[src/rtl/program_sequencer_pkg.sv]
// rtl/program_sequencer_pkg.sv - shared opcode constants and sequencer state encoding
package program_sequencer_pkg;

  localparam int PM_ID_INS_WIDTH = 13;
  localparam int OPCODE_WIDTH    = 5;

  localparam logic [OPCODE_WIDTH-1:0] OPCODE_JMP = 5'b11110;
  localparam logic [OPCODE_WIDTH-1:0] OPCODE_HLT = 5'b11111;

  typedef enum logic [2:0] {
    ST_IDLE  = 3'd0,
    ST_FETCH = 3'd1,
    ST_LOAD  = 3'd2,
    ST_OPER  = 3'd3,
    ST_EXEC  = 3'd4,
    ST_HALT  = 3'd5
  } seq_state_t;

  // JMP and HLT are handled here; the decoder sees them as no-ops
  function automatic logic is_ctrl_op(input logic [OPCODE_WIDTH-1:0] opcode);
    return (opcode == OPCODE_JMP) || (opcode == OPCODE_HLT);
  endfunction

endpackage

[src/rtl/program_sequencer_if.sv]
// rtl/program_sequencer_if.sv - sequencer control, program memory and decoder enable bundle
interface program_sequencer_if #(
  parameter int PM_ADDR_WIDTH = 8,
  parameter int INS_WIDTH     = program_sequencer_pkg::PM_ID_INS_WIDTH
);

  logic                     Start;
  logic                     Stop;
  logic [PM_ADDR_WIDTH-1:0] PM_Addr;
  logic                     PM_RE;
  logic [INS_WIDTH-1:0]     PM_Data;
  logic [INS_WIDTH-1:0]     Ins;
  logic                     Dec_DataMem_WE;
  logic                     Dec_Reg_CE;
  logic                     Dec_Accu_CE;
  logic                     Dec_Carry_CE;
  logic                     DataMem_WE;
  logic                     Reg_CE;
  logic                     Accu_CE;
  logic                     Carry_CE;
  logic                     Busy;
  logic                     Halted;
  logic                     Retire;

  modport master (
    input  Start, Stop, PM_Data,
    input  Dec_DataMem_WE, Dec_Reg_CE, Dec_Accu_CE, Dec_Carry_CE,
    output PM_Addr, PM_RE, Ins,
    output DataMem_WE, Reg_CE, Accu_CE, Carry_CE,
    output Busy, Halted, Retire
  );

  modport slave (
    output Start, Stop, PM_Data,
    output Dec_DataMem_WE, Dec_Reg_CE, Dec_Accu_CE, Dec_Carry_CE,
    input  PM_Addr, PM_RE, Ins,
    input  DataMem_WE, Reg_CE, Accu_CE, Carry_CE,
    input  Busy, Halted, Retire
  );

endinterface

[src/rtl/program_sequencer_program_counter.sv]
// rtl/program_sequencer_program_counter.sv - program counter with clear, jump load and wrapping increment
module program_counter #(
  parameter int WIDTH = 8
) (
  input  logic             clk,
  input  logic             rst_n,
  input  logic             clr,
  input  logic             load,
  input  logic             inc,
  input  logic [WIDTH-1:0] load_val,
  output logic [WIDTH-1:0] pc
);

  always_ff @(posedge clk or negedge rst_n) begin
    if (!rst_n) begin
      pc <= '0;
    end else if (clr) begin
      pc <= '0;
    end else if (load) begin
      pc <= load_val;
    end else if (inc) begin
      pc <= pc + 1'b1;
    end
  end

endmodule

[src/rtl/program_sequencer.sv]
// rtl/program_sequencer.sv - fetch/load/oper/exec control FSM with stop latch and gated datapath enables
module program_sequencer
  import program_sequencer_pkg::*;
#(
  parameter int PM_ADDR_WIDTH = 8,
  parameter int INS_WIDTH     = PM_ID_INS_WIDTH
) (
  input  logic                Clk,
  input  logic                nRst,
  program_sequencer_if.master bus
);

  seq_state_t state_q, state_d;

  logic                     stop_pend_q;
  logic                     stop_seen;
  logic [INS_WIDTH-1:0]     ins_q;
  logic [OPCODE_WIDTH-1:0]  opcode;
  logic                     exec_q, pm_re_q, busy_q, halted_q;
  logic                     pc_inc, pc_load;
  logic [PM_ADDR_WIDTH-1:0] pc, jmp_target;
  logic                     gate;

  assign opcode     = ins_q[INS_WIDTH-1 -: OPCODE_WIDTH];
  assign jmp_target = PM_ADDR_WIDTH'(ins_q[7:0]);
  assign stop_seen  = stop_pend_q | bus.Stop;

  program_counter #(.WIDTH(PM_ADDR_WIDTH)) u_pc (
    .clk      (Clk),
    .rst_n    (nRst),
    .clr      (1'b0),
    .load     (pc_load),
    .inc      (pc_inc),
    .load_val (jmp_target),
    .pc       (pc)
  );

  always_comb begin
    state_d = state_q;
    pc_inc  = 1'b0;
    pc_load = 1'b0;
    unique case (state_q)
      ST_IDLE:  if (bus.Start && !bus.Stop) state_d = ST_FETCH;
      ST_FETCH: state_d = ST_LOAD;
      ST_LOAD:  state_d = ST_OPER;
      ST_OPER:  state_d = ST_EXEC;
      ST_EXEC: begin
        pc_load = (opcode == OPCODE_JMP);
        pc_inc  = (opcode != OPCODE_JMP);
        if (opcode == OPCODE_HLT) state_d = ST_HALT;
        else if (stop_seen)       state_d = ST_IDLE;
        else                      state_d = ST_FETCH;
      end
      ST_HALT: begin
        if (bus.Stop)       state_d = ST_IDLE;
        else if (bus.Start) state_d = ST_FETCH;
      end
      default: state_d = ST_IDLE;
    endcase
  end

  // Status outputs are registered from the next state so they line up with state_q
  always_ff @(posedge Clk or negedge nRst) begin
    if (!nRst) begin
      state_q     <= ST_IDLE;
      stop_pend_q <= 1'b0;
      ins_q       <= '0;
      exec_q      <= 1'b0;
      pm_re_q     <= 1'b0;
      busy_q      <= 1'b0;
      halted_q    <= 1'b0;
    end else begin
      state_q  <= state_d;
      exec_q   <= (state_d == ST_EXEC);
      pm_re_q  <= (state_d == ST_FETCH);
      busy_q   <= (state_d inside {ST_FETCH, ST_LOAD, ST_OPER, ST_EXEC});
      halted_q <= (state_d == ST_HALT);
      if (state_q == ST_LOAD) ins_q <= bus.PM_Data;
      if (state_d == ST_IDLE)
        stop_pend_q <= 1'b0;
      else if (bus.Stop && (state_q inside {ST_FETCH, ST_LOAD, ST_OPER, ST_EXEC}))
        stop_pend_q <= 1'b1;
    end
  end

  assign gate = exec_q & ~is_ctrl_op(opcode);

  assign bus.PM_Addr    = pc;
  assign bus.PM_RE      = pm_re_q;
  assign bus.Ins        = ins_q;
  assign bus.Busy       = busy_q;
  assign bus.Halted     = halted_q;
  assign bus.Retire     = exec_q;
  assign bus.DataMem_WE = bus.Dec_DataMem_WE & gate;
  assign bus.Reg_CE     = bus.Dec_Reg_CE     & gate;
  assign bus.Accu_CE    = bus.Dec_Accu_CE    & gate;
  assign bus.Carry_CE   = bus.Dec_Carry_CE   & gate;

endmodule

[src/flat_wrapper.sv]
// flat-port wrapper written by rule: the top's interface ports become plain ports
module program_sequencer_flat import program_sequencer_pkg::*;
#(
  parameter int PM_ADDR_WIDTH = 8,
  parameter int INS_WIDTH     = PM_ID_INS_WIDTH
)
  (Clk, nRst, bus_Start, bus_Stop, bus_PM_Data, bus_Dec_DataMem_WE, bus_Dec_Reg_CE, bus_Dec_Accu_CE, bus_Dec_Carry_CE, bus_PM_Addr, bus_PM_RE, bus_Ins, bus_DataMem_WE, bus_Reg_CE, bus_Accu_CE, bus_Carry_CE, bus_Busy, bus_Halted, bus_Retire);
  program_sequencer_if #(.PM_ADDR_WIDTH(PM_ADDR_WIDTH), .INS_WIDTH(INS_WIDTH)) bus_i ();
  input  logic Clk;
  input  logic nRst;
  input wire logic [$bits(bus_i.Start)-1:0] bus_Start;
  input wire logic [$bits(bus_i.Stop)-1:0] bus_Stop;
  input wire logic [$bits(bus_i.PM_Data)-1:0] bus_PM_Data;
  input wire logic [$bits(bus_i.Dec_DataMem_WE)-1:0] bus_Dec_DataMem_WE;
  input wire logic [$bits(bus_i.Dec_Reg_CE)-1:0] bus_Dec_Reg_CE;
  input wire logic [$bits(bus_i.Dec_Accu_CE)-1:0] bus_Dec_Accu_CE;
  input wire logic [$bits(bus_i.Dec_Carry_CE)-1:0] bus_Dec_Carry_CE;
  output wire logic [$bits(bus_i.PM_Addr)-1:0] bus_PM_Addr;
  output wire logic [$bits(bus_i.PM_RE)-1:0] bus_PM_RE;
  output wire logic [$bits(bus_i.Ins)-1:0] bus_Ins;
  output wire logic [$bits(bus_i.DataMem_WE)-1:0] bus_DataMem_WE;
  output wire logic [$bits(bus_i.Reg_CE)-1:0] bus_Reg_CE;
  output wire logic [$bits(bus_i.Accu_CE)-1:0] bus_Accu_CE;
  output wire logic [$bits(bus_i.Carry_CE)-1:0] bus_Carry_CE;
  output wire logic [$bits(bus_i.Busy)-1:0] bus_Busy;
  output wire logic [$bits(bus_i.Halted)-1:0] bus_Halted;
  output wire logic [$bits(bus_i.Retire)-1:0] bus_Retire;
  assign bus_i.Start = bus_Start;
  assign bus_i.Stop = bus_Stop;
  assign bus_i.PM_Data = bus_PM_Data;
  assign bus_i.Dec_DataMem_WE = bus_Dec_DataMem_WE;
  assign bus_i.Dec_Reg_CE = bus_Dec_Reg_CE;
  assign bus_i.Dec_Accu_CE = bus_Dec_Accu_CE;
  assign bus_i.Dec_Carry_CE = bus_Dec_Carry_CE;
  assign bus_PM_Addr = bus_i.PM_Addr;
  assign bus_PM_RE = bus_i.PM_RE;
  assign bus_Ins = bus_i.Ins;
  assign bus_DataMem_WE = bus_i.DataMem_WE;
  assign bus_Reg_CE = bus_i.Reg_CE;
  assign bus_Accu_CE = bus_i.Accu_CE;
  assign bus_Carry_CE = bus_i.Carry_CE;
  assign bus_Busy = bus_i.Busy;
  assign bus_Halted = bus_i.Halted;
  assign bus_Retire = bus_i.Retire;
  program_sequencer #(.PM_ADDR_WIDTH(PM_ADDR_WIDTH), .INS_WIDTH(INS_WIDTH)) u_core (.Clk(Clk), .nRst(nRst), .bus(bus_i));
endmodule
[config.mk]
export PLATFORM = sky130hd
export DESIGN_NAME = program_sequencer_flat
export DESIGN_NICKNAME = d
export VERILOG_FILES = /design/src/rtl/program_sequencer_pkg.sv /design/src/rtl/program_sequencer_if.sv /design/src/rtl/program_sequencer_program_counter.sv /design/src/rtl/program_sequencer.sv /design/src/flat_wrapper.sv
export SDC_FILE = /design/constraint.sdc
export NUM_CORES = 1
export LEC_CHECK = 0
export CORE_MARGIN = 1.5
export CORE_UTILIZATION = 40
export DETAILED_ROUTE_END_ITERATION = 16
export PLACE_DENSITY = 0.87
export SLEW_MARGIN = 5
export SYNTH_ARGS = -nofsm -noshare
export SYNTH_HDL_FRONTEND = slang
export SYNTH_HIERARCHICAL = 1
export SYNTH_SLANG_ARGS = --single-unit
[constraint.sdc]
create_clock -name Clk -period 2.1 [get_ports Clk]
set_clock_uncertainty 0.15 [all_clocks]
set_input_delay 0.42 -clock Clk [delete_from_list [all_inputs] [get_ports Clk]]
set_output_delay 0.42 -clock Clk [all_outputs]
set_load 0.02 [all_outputs]
==> results of run 1 <==
[power by group through the flow]
stage / clock network (W) / logic [W] / registers, W
floorplan: 0 / 0.000679 / 0.00112
finish: 0.000377 / 0.00144 / 0.000928
global placement: 0 / 0.00137 / 0.000919
detailed placement: 0 / 0.00141 / 0.000942
global route: 0.000429 / 0.00155 / 0.000957
CTS: 0.000396 / 0.00141 / 0.000930
[how the worst max path moves through the flow]
stage	from	end	slack (ns)	cells after the start
2_1_floorplan	u_core/state_q[2]$_DFF_PN0_	u_core/u_pc/pc[7]$_DFFE_PN0P_	0.02	5
3_3_place_gp	bus_Dec_Accu_CE	bus_Accu_CE	-0.09	3
3_5_place_dp	bus_Dec_Reg_CE	bus_Reg_CE	-0.12	3
4_1_cts	u_core/bus.Ins[11]$_DFFE_PN0N_	bus_Accu_CE	-0.001	3
5_1_grt	u_core/state_q[1]$_DFF_PN0_	u_core/u_pc/pc[3]$_DFFE_PN0P_	-0.02	7
6_report	u_core/bus.Ins[11]$_DFFE_PN0N_	u_core/u_pc/pc[7]$_DFFE_PN0P_	0.05	6
[cell families (layout without fill, tap and decap cells)]
kind of cell	after synthesis	after routing	share of synthesized area, %
and+or+nand+nor	46	46	19.5
DFF	29	29	50.0
AOI/OAI and AO/OA	23	23	10.0
muxes	13	13	11.9
buffers and inverters	9	75	3.88
xor gates and xnor gates	6	6	3.62
adders and majority gates	1	1	0.862
other	1	1	0.258
[flip-flops by register name, indices dropped and copies added, names as in the netlist]
name and cells:
u_core/u_pc/pc 8, u_core/bus.PM_RE 1, u_core/bus.Busy 1, u_core/bus.Halted 1, u_core/state_q 3, u_core/stop_pend_q 1
u_core/bus.Retire 1, u_core/bus.Ins 13
[synth_stat cells (2+ instances only)]
cell type  instances
or3b_1             2
nor2_1             7
nor3b_1            5
or3_1              3
mux2_4             7
a211oi_1           3
a31oi_1            3
a311oi_1           3
nand4_1            3
xor2_1             4
xnor2_1            2
a21oi_1            5
inv_1              3
nand2_1           10
dfrtp_1           29
mux2_2             6
and3_1             4
o21ai_0            7
buf_4              2
[repair_timing]
| item | CTS | global route |
|---|---|---|
| pin swaps | 1 | 6 |
| endpoints found under the setup margin | 4 | 7 |
| resized for setup | 4 | 11 |
| setup buffers | 0 | 4 |
[metal layers]
metal  vias up  GRT usage (%)  routed length [um]
met5         -              0                   0
met4         0           5.16                  38
met3         4           6.25                 238
met2        45           34.8                1890
met1       627           22.0                1350
li1        588              -                   -
[cell type report]
class	instances	area share [%]
inverters	3	0.524
clock inverters	1	0.233
multi-input cells	90	32.4
well taps	46	2.68
clock buffers	7	3.03
flip-flops and latches	29	33.8
repair buffers	64	27.4
[stage by stage]
stage                     std cells  setup slack, ns
after detailed placement        228           -0.120
after CTS                       236         -0.00139
after global placement          228          -0.0884
after global routing            240          -0.0235
final                           240           0.0478
after floorplan                 128           0.0245
[critical path, stage by stage (launching register included)]
cell,delay (ns)
dfrtp_1,0.42
buf_4,0.15
and4_1,0.24
a21oi_4,0.20
nand4_2,0.14
or3_1,0.39
a311oi_2,0.27
==> flow_summary.ini, run 1 <==
[routing]
ant_nets = 0
dr.first_iter.drc_count = 85
wl_per_cell_um = 14.6
dr.pass1.iters = 4
wl_um = 3510
route.detailed.drc = 0
vias = 1264
viasPerCell = 5.27

[clocking]
ctsRootBufferMaster = clkbuf_4
clkSinkCount = 29
cts-hold-fix-buffers = 0
cts_tree = done
cts.path.max_buffers = 2
clk_pin_slew_worst_paths_ns = 0.09
h-tree-depth = 2
cts_buffers = 5
clkLatencyLatePin_ns = 0.33

[worst_setup_path]
cp_max_fo = 4
critPathKind = reg2reg
rr_worst_depth = 6
end_kind = flop
arrival_ns = 2.14
cp.required_ns = 2.18
regToRegSetupSlack_ns = 0.05
r2r-start = u_core/bus.Ins[11]$_DFFE_PN0N_
critPathLaunchType = flop
r2r-end = u_core/u_pc/pc[7]$_DFFE_PN0P_

[final_layout]
areaGrowthSynthToFinish_pct = 48.0
drive_gt1_share_pct = 25.3
final_common_cell = clkdlybuf4s50_1
fillers = 288
multiInputGateArea_um2 = 696
antenna_cells = 0
fin_util_pct = 62.9
design_area_mm2 = 0.00215
fin_nets = 215
layout_common_cells = 45 x clkdlybuf4s50_1, 29 x dfrtp_1, 15 x buf_4
seq_area_um2 = 726

[placement]
placed_area_mm2 = 0.00204
io_buffers = 49
place_congestion = 0.894
dp_hpwl_um = 2590

[synth]
ys_warn_count = 6
ys_types = 39
post_synth.cell_area_avg_um2 = 11.3
syn_nets = 150
dominantRegCellSynth = dfrtp_1
synth.top_cells.by_area = dfrtp_1 50%, mux2_4 7.2%, mux2_2 4.7%, nand2_1 2.6%, nor3b_1 2.6%
synth_area_mm2 = 0.00145
ys_seq_area_share_pct = 50.0
synthArstFlopShare_pct = 100
synth_top_area_share_pct = 50.0
synth_seq_cells = 29
syn-instance-count = 128
synth_edf_count = 0
synth_area_leader_cell = dfrtp_1

[global_routing]
gr-total-overflow = 0
grt_pass1_vias = 1323
antenna_found_initial = 0
grt_pass1_wl_um = 6080
grt_use_total_pct = 19.3
grt_max_degree = 30

[flow_run]
cap_violations = 0

[die]
start_util_pct = 42.5
core_mm2 = 0.00342
die_area_mm2 = 0.00400
ioPinCount = 50
die_w_um = 63.2
die_height_um = 63.2
std_cell_rows = 21

[pwr]
irDropWorstVdd_mv = 0.553
finalPower_w = 0.00274
power_frac_comb_pct = 52.4
p_leak_nw = 0.920
p_seq_share_pct = 33.8
p_clk_share_pct = 13.8
p_per_area_mw_per_mm2 = 1280
p_sw_share_pct = 37.1
intPower_w = 0.00173
netSwitchingPower_w = 0.00102

[timing]
finalCriticalPeriod_ns = 2.05
slew_violations = 0
finalHoldViolCount = 0
fin_crit_sh_pct = 97.7
report.final.setup_viol = 0
hold-worst-slack_ns = 0.326
fmax_mhz = 487
setup_tns_ns = 0

[outcome]
status = finished clean

[min_path]
min_path_type = in2async
No activity file was read; power rests on OpenSTA's default activity.
==> run 2: changes to the inputs <==
Settings changed: CORE_UTILIZATION 40 to 35, DONT_BUFFER_PORTS set to 1, PLACE_DENSITY 0.87 to 0.63.
==> run 2 against run 1 <==
Flip-flop and latch count unchanged. Sequential share of layout area grew 8.1 points. Setup slack better by 0.044 ns. Global-route usage down 5.1 points. Die area is 14% higher. First-iteration DRC count down 28%. Cell count down 18%. Via count is 16% lower. Cell area shrank 19%. Combinational power shrank 30%.
==> flow_summary.ini, run 2 (synthesized netlist as in run 1, its figures left out) <==
[timing]
slew_violations = 0
setup_tns_ns = 0
fmax_mhz = 498
finalCriticalPeriod_ns = 2.01
finalHoldViolCount = 0
fin_crit_sh_pct = 95.6
rsz0062_at_grt = false
report.final.setup_viol = 0

[routing]
wl_per_cell_um = 15.8
ant_nets = 0
route.detailed.drc = 0
dr.first_iter.drc_count = 61
dr.pass1.iters = 2
wl_um = 3120
vias = 1057
viasPerCell = 5.37

[placement]
io_buffers = 0
dp_hpwl_um = 2280
place_congestion = 0.769

[clocking]
h-tree-depth = 2
cts_buffers = 5
cts.path.max_buffers = 2
clk_pin_slew_worst_paths_ns = 0.06
clkSinkCount = 29
cts_tree = done
clkLatencyLatePin_ns = 0.27
ctsRootBufferMaster = clkbuf_8

[final_layout]
final_common_cell = dfrtp_1
antenna_cells = 0
fin_util_pct = 43.3
seq_area_um2 = 726
multiInputGateArea_um2 = 696
largest_register_ffs = 13
areaGrowthSynthToFinish_pct = 19.3
fin_nets = 169
fillers = 392
layout_common_cells = 29 x dfrtp_1, 16 x buf_4, 10 x nand2_1
drive_gt1_share_pct = 32.0

[global_routing]
grt_max_degree = 30
grt_use_total_pct = 14.2
grt_pass1_wl_um = 4720
grt_pass1_vias = 1041
gr-total-overflow = 0
antenna_found_initial = 0

[worst_setup_path]
max_stage_delay_ns = 0.43
critPathSlowestCell = or3b_4
cp.required_ns = 2.13
arrival_ns = 2.04
path_cells = or3b_4 -> a21oi_4 -> nand4_1 -> or3_1 -> a311oi_2
critPathKind = reg2reg
end_kind = flop
cp_max_fo = 3
critPathLaunchType = flop

[die]
die_w_um = 67.4
die_height_um = 67.4
die_area_mm2 = 0.00454
start_util_pct = 36.3
std_cell_rows = 23
ioPinCount = 50
core_mm2 = 0.00400

[pwr]
irDropWorstVdd_mv = 0.389
p_leak_nw = 0.754
p_per_area_mw_per_mm2 = 1450

[flow_run]
cap_violations = 0

[min_path]
min_path_type = in2reg

[outcome]
status = finished clean
[run 2: repair_timing]
action	CTS	global route
setup endpoints to repair	2	3
hold buffers	2	0
pin swaps	2	2
buffers inserted	2	1
cloned	0	0
gates resized for setup	0	5
hold endpoints to repair	29	0
[run 2: where the power goes]
part / total (W) / internal [W] / switching, W
Clock: 0.000446 / 0.000259 / 0.000187
Sequential: 0.00105 / 0.000760 / 0.000287
Combinational: 0.00101 / 0.000517 / 0.000496
Total: 0.00251 / 0.00154 / 0.000970
[run 2: final timing paths]
check	from	end	slack, ns	cells after the start
max	u_core/state_q[1]$_DFF_PN0_	u_core/u_pc/pc[6]$_DFFE_PN0P_	0.09	5
min	bus_Stop	u_core/bus.PM_RE$_DFF_PN0_	0.07	1
max reg2reg	u_core/state_q[1]$_DFF_PN0_	u_core/u_pc/pc[6]$_DFFE_PN0P_	0.09	5
min reg2reg	u_core/state_q[1]$_DFF_PN0_	u_core/bus.PM_RE$_DFF_PN0_	0.46	2
max in group asynchronous	nRst	u_core/bus.Ins[10]$_DFFE_PN0N_	1.21	2
min in group asynchronous	nRst	u_core/bus.Ins[2]$_DFFE_PN0N_	0.43	2
[run 2: stage by stage]
stage	instances	worst slack (ns)	instance area (um2)	total power (W)	hold slack [ns]
6_report	197	0.0916	1730	0.00251	0.0725
3_5_place_dp	185	0.00437	1570	0.00205	-0.0250
2_1_floorplan	128	0.0245	1460	0.00180	-0.0256
3_3_place_gp	185	0.0973	1570	0.00201	-0.0249
5_1_grt	197	0.00349	1730	0.00267	0.0649
4_1_cts	196	0.00130	1700	0.00252	0.0663
[run 2: area by class of cell]
| cell class | instances | area share [%] |
|---|---|---|
| sequential | 29 | 41.9 |
| multi-input combinational | 90 | 40.2 |
| timing repair buffer | 18 | 8.67 |
| clock buffer | 7 | 4.99 |
| tap | 50 | 3.61 |
| inverter | 3 | 0.650 |
[run 2: per-layer routing]
metal | up-vias | track usage (%) | share of wire (%)
li1 | 496 | - | -
met1 | 526 | 15.4 | 40
met2 | 29 | 23.1 | 50
met3 | 6 | 8.17 | 8.4
met4 | 0 | 4.85 | 0.96
met5 | - | 0 | 0
[run 2: worst max-delay path, delay by kind of cell, from the launching register on]
family          cells  cell delay [ns]
simple gates        3             1.00
compound gates      2             0.40
flops               1             0.37
==> run 3: changes to the inputs <==
Settings changed: DONT_BUFFER_PORTS 1 to not set, PLACE_DENSITY 0.63 to 0.79.
==> run 3 against run 2 <==
Core utilization increased by 11 points. Flip-flop and latch count unchanged. Die area unchanged. Highest routed layer unchanged.
==> flow_summary.ini, run 3 (synthesized netlist as in run 1, its figures left out) <==
[global_routing]
grt_max_degree = 30
gr-total-overflow = 0
antenna_found_initial = 0
grt_use_total_pct = 15.6
grt_pass1_vias = 1141
grt_pass1_wl_um = 5150

[clocking]
cts.path.max_buffers = 2
clkLatencyLatePin_ns = 0.28
h-tree-depth = 2
cts_buffers = 5
ctsRootBufferMaster = clkbuf_8
clk_pin_slew_worst_paths_ns = 0.06
clkSinkCount = 29
cts_tree = done

[pwr]
p_leak_nw = 0.924
p_per_area_mw_per_mm2 = 1300
irDropWorstVdd_mv = 0.574

[final_layout]
areaGrowthSynthToFinish_pct = 48.6
drive_gt1_share_pct = 21.6
fin_nets = 212
design_area_mm2 = 0.00216
antenna_cells = 0
stdcell_count = 240
largest_register_ffs = 13
final_common_cell = clkdlybuf4s50_1
layout_common_cells = 45 x clkdlybuf4s50_1, 29 x dfrtp_1, 12 x buf_4
fin_util_pct = 53.9

[routing]
route.detailed.drc = 0
wl_per_cell_um = 13.7
wl_um = 3290
viasPerCell = 5.03
dr.first_iter.drc_count = 21
dr.pass1.iters = 4
vias = 1207
ant_nets = 0

[placement]
dp_hpwl_um = 2410
placed_area_mm2 = 0.00204
dp.cells = 231
io_buffers = 49
place_congestion = 0.842

[worst_setup_path]
end_kind = flop
path_cells = or3b_4 -> a21oi_4 -> nand4_2 -> or3_1 -> a311oi_2
critPathLaunchType = flop
critPathKind = reg2reg
cp.required_ns = 2.14
arrival_ns = 2.10
critPathSlowestCell = or3b_4
cp_max_fo = 5
max_stage_delay_ns = 0.44

[outcome]
status = finished clean

[min_path]
min_path_type = in2async

[flow_run]
cap_violations = 0

[timing]
finalCriticalPeriod_ns = 2.06
rsz0062_at_grt = true
finalHoldViolCount = 0
fin_crit_sh_pct = 97.9
report.final.setup_viol = 0
fmax_mhz = 486
slew_violations = 0

[die]
die_w_um = 67.4
core_mm2 = 0.00400
std_cell_rows = 23
die_height_um = 67.4
start_util_pct = 36.3
ioPinCount = 50
die_area_mm2 = 0.00454
## run 3: changes by cell type in the layout (fill, tap and decap cells not counted), sizes merged
cell,change
buf,-5
clkdlybuf4s50,+45
dlygate4sd2,+4
dlygate4sd3,-1
## run 3: cell type report
cell class	count	area, um2
Clock buffer	7	86.3
Fill cell	366	1840
Inverter	3	11.3
Multi-Input combinational cell	90	696
Sequential cell	29	726
Tap cell	50	62.6
Timing Repair Buffer	61	576
## run 3: timing repair
item | CTS | global route
resized for setup | 5 | 3
pin swaps | 0 | 3
buffers inserted | 1 | 1
hold buffers | 0 | 0
endpoints found under the setup margin | 6 | 4
## run 3: per-layer routing
layer / vias to the layer above / share of wire (%) / track usage, % / routed length [um]
met4: 0 / 1.7 / 6.89 / 56
met5: - / 0 / 0 / 0
li1: 585 / - / - / -
met3: 6 / 5.5 / 6.00 / 181
met2: 27 / 52 / 26.4 / 1700
met1: 589 / 41 / 17.4 / 1350
## run 3: worst paths after layout
path | slack [ns] | depth (start not counted) | start | end
setup reg to reg | 0.04 | 5 | u_core/state_q[1]$_DFF_PN0_ | u_core/u_pc/pc[7]$_DFFE_PN0P_
hold / removal | 0.36 | 2 | nRst | u_core/bus.Ins[2]$_DFFE_PN0N_
min in group Clk | 0.39 | 1 | u_core/bus.Ins[3]$_DFFE_PN0N_ | u_core/bus.Ins[3]$_DFFE_PN0N_
setup / recovery | 0.04 | 5 | u_core/state_q[1]$_DFF_PN0_ | u_core/u_pc/pc[7]$_DFFE_PN0P_
max in group asynchronous | 1.17 | 2 | nRst | u_core/bus.Halted$_DFF_PN0_
hold reg to reg | 0.39 | 1 | u_core/bus.Ins[3]$_DFFE_PN0N_ | u_core/bus.Ins[3]$_DFFE_PN0N_
## run 3: through the flow
| stage | hold WS [ns] | power, W | setup slack [ns] | setup TNS [ns] |
|---|---|---|---|---|
| after floorplan | -0.0256 | 0.00180 | 0.0245 | 0 |
| after global placement | 0.375 | 0.00232 | -0.0667 | -0.261 |
| after detailed placement | 0.383 | 0.00235 | -0.0867 | -0.337 |
| after CTS | 0.372 | 0.00282 | 0.00781 | 0 |
| after global routing | 0.392 | 0.00297 | -0.0200 | -0.0283 |
| final | 0.363 | 0.00281 | 0.0431 | 0 |
## run 3: worst max-delay path: cells and delay by family, from the launching register on
kind             cells  cell delay (ns)
AO/OA/AOI/OAI        2             0.43
flip-flops           1             0.39
AND/OR/NAND/NOR      3             1.00
## run 3: where the power goes
part / switching (W) / internal, W / total, W
clock network: 0.000198 / 0.000259 / 0.000457
logic: 0.000651 / 0.000764 / 0.00141
registers: 0.000172 / 0.000762 / 0.000934
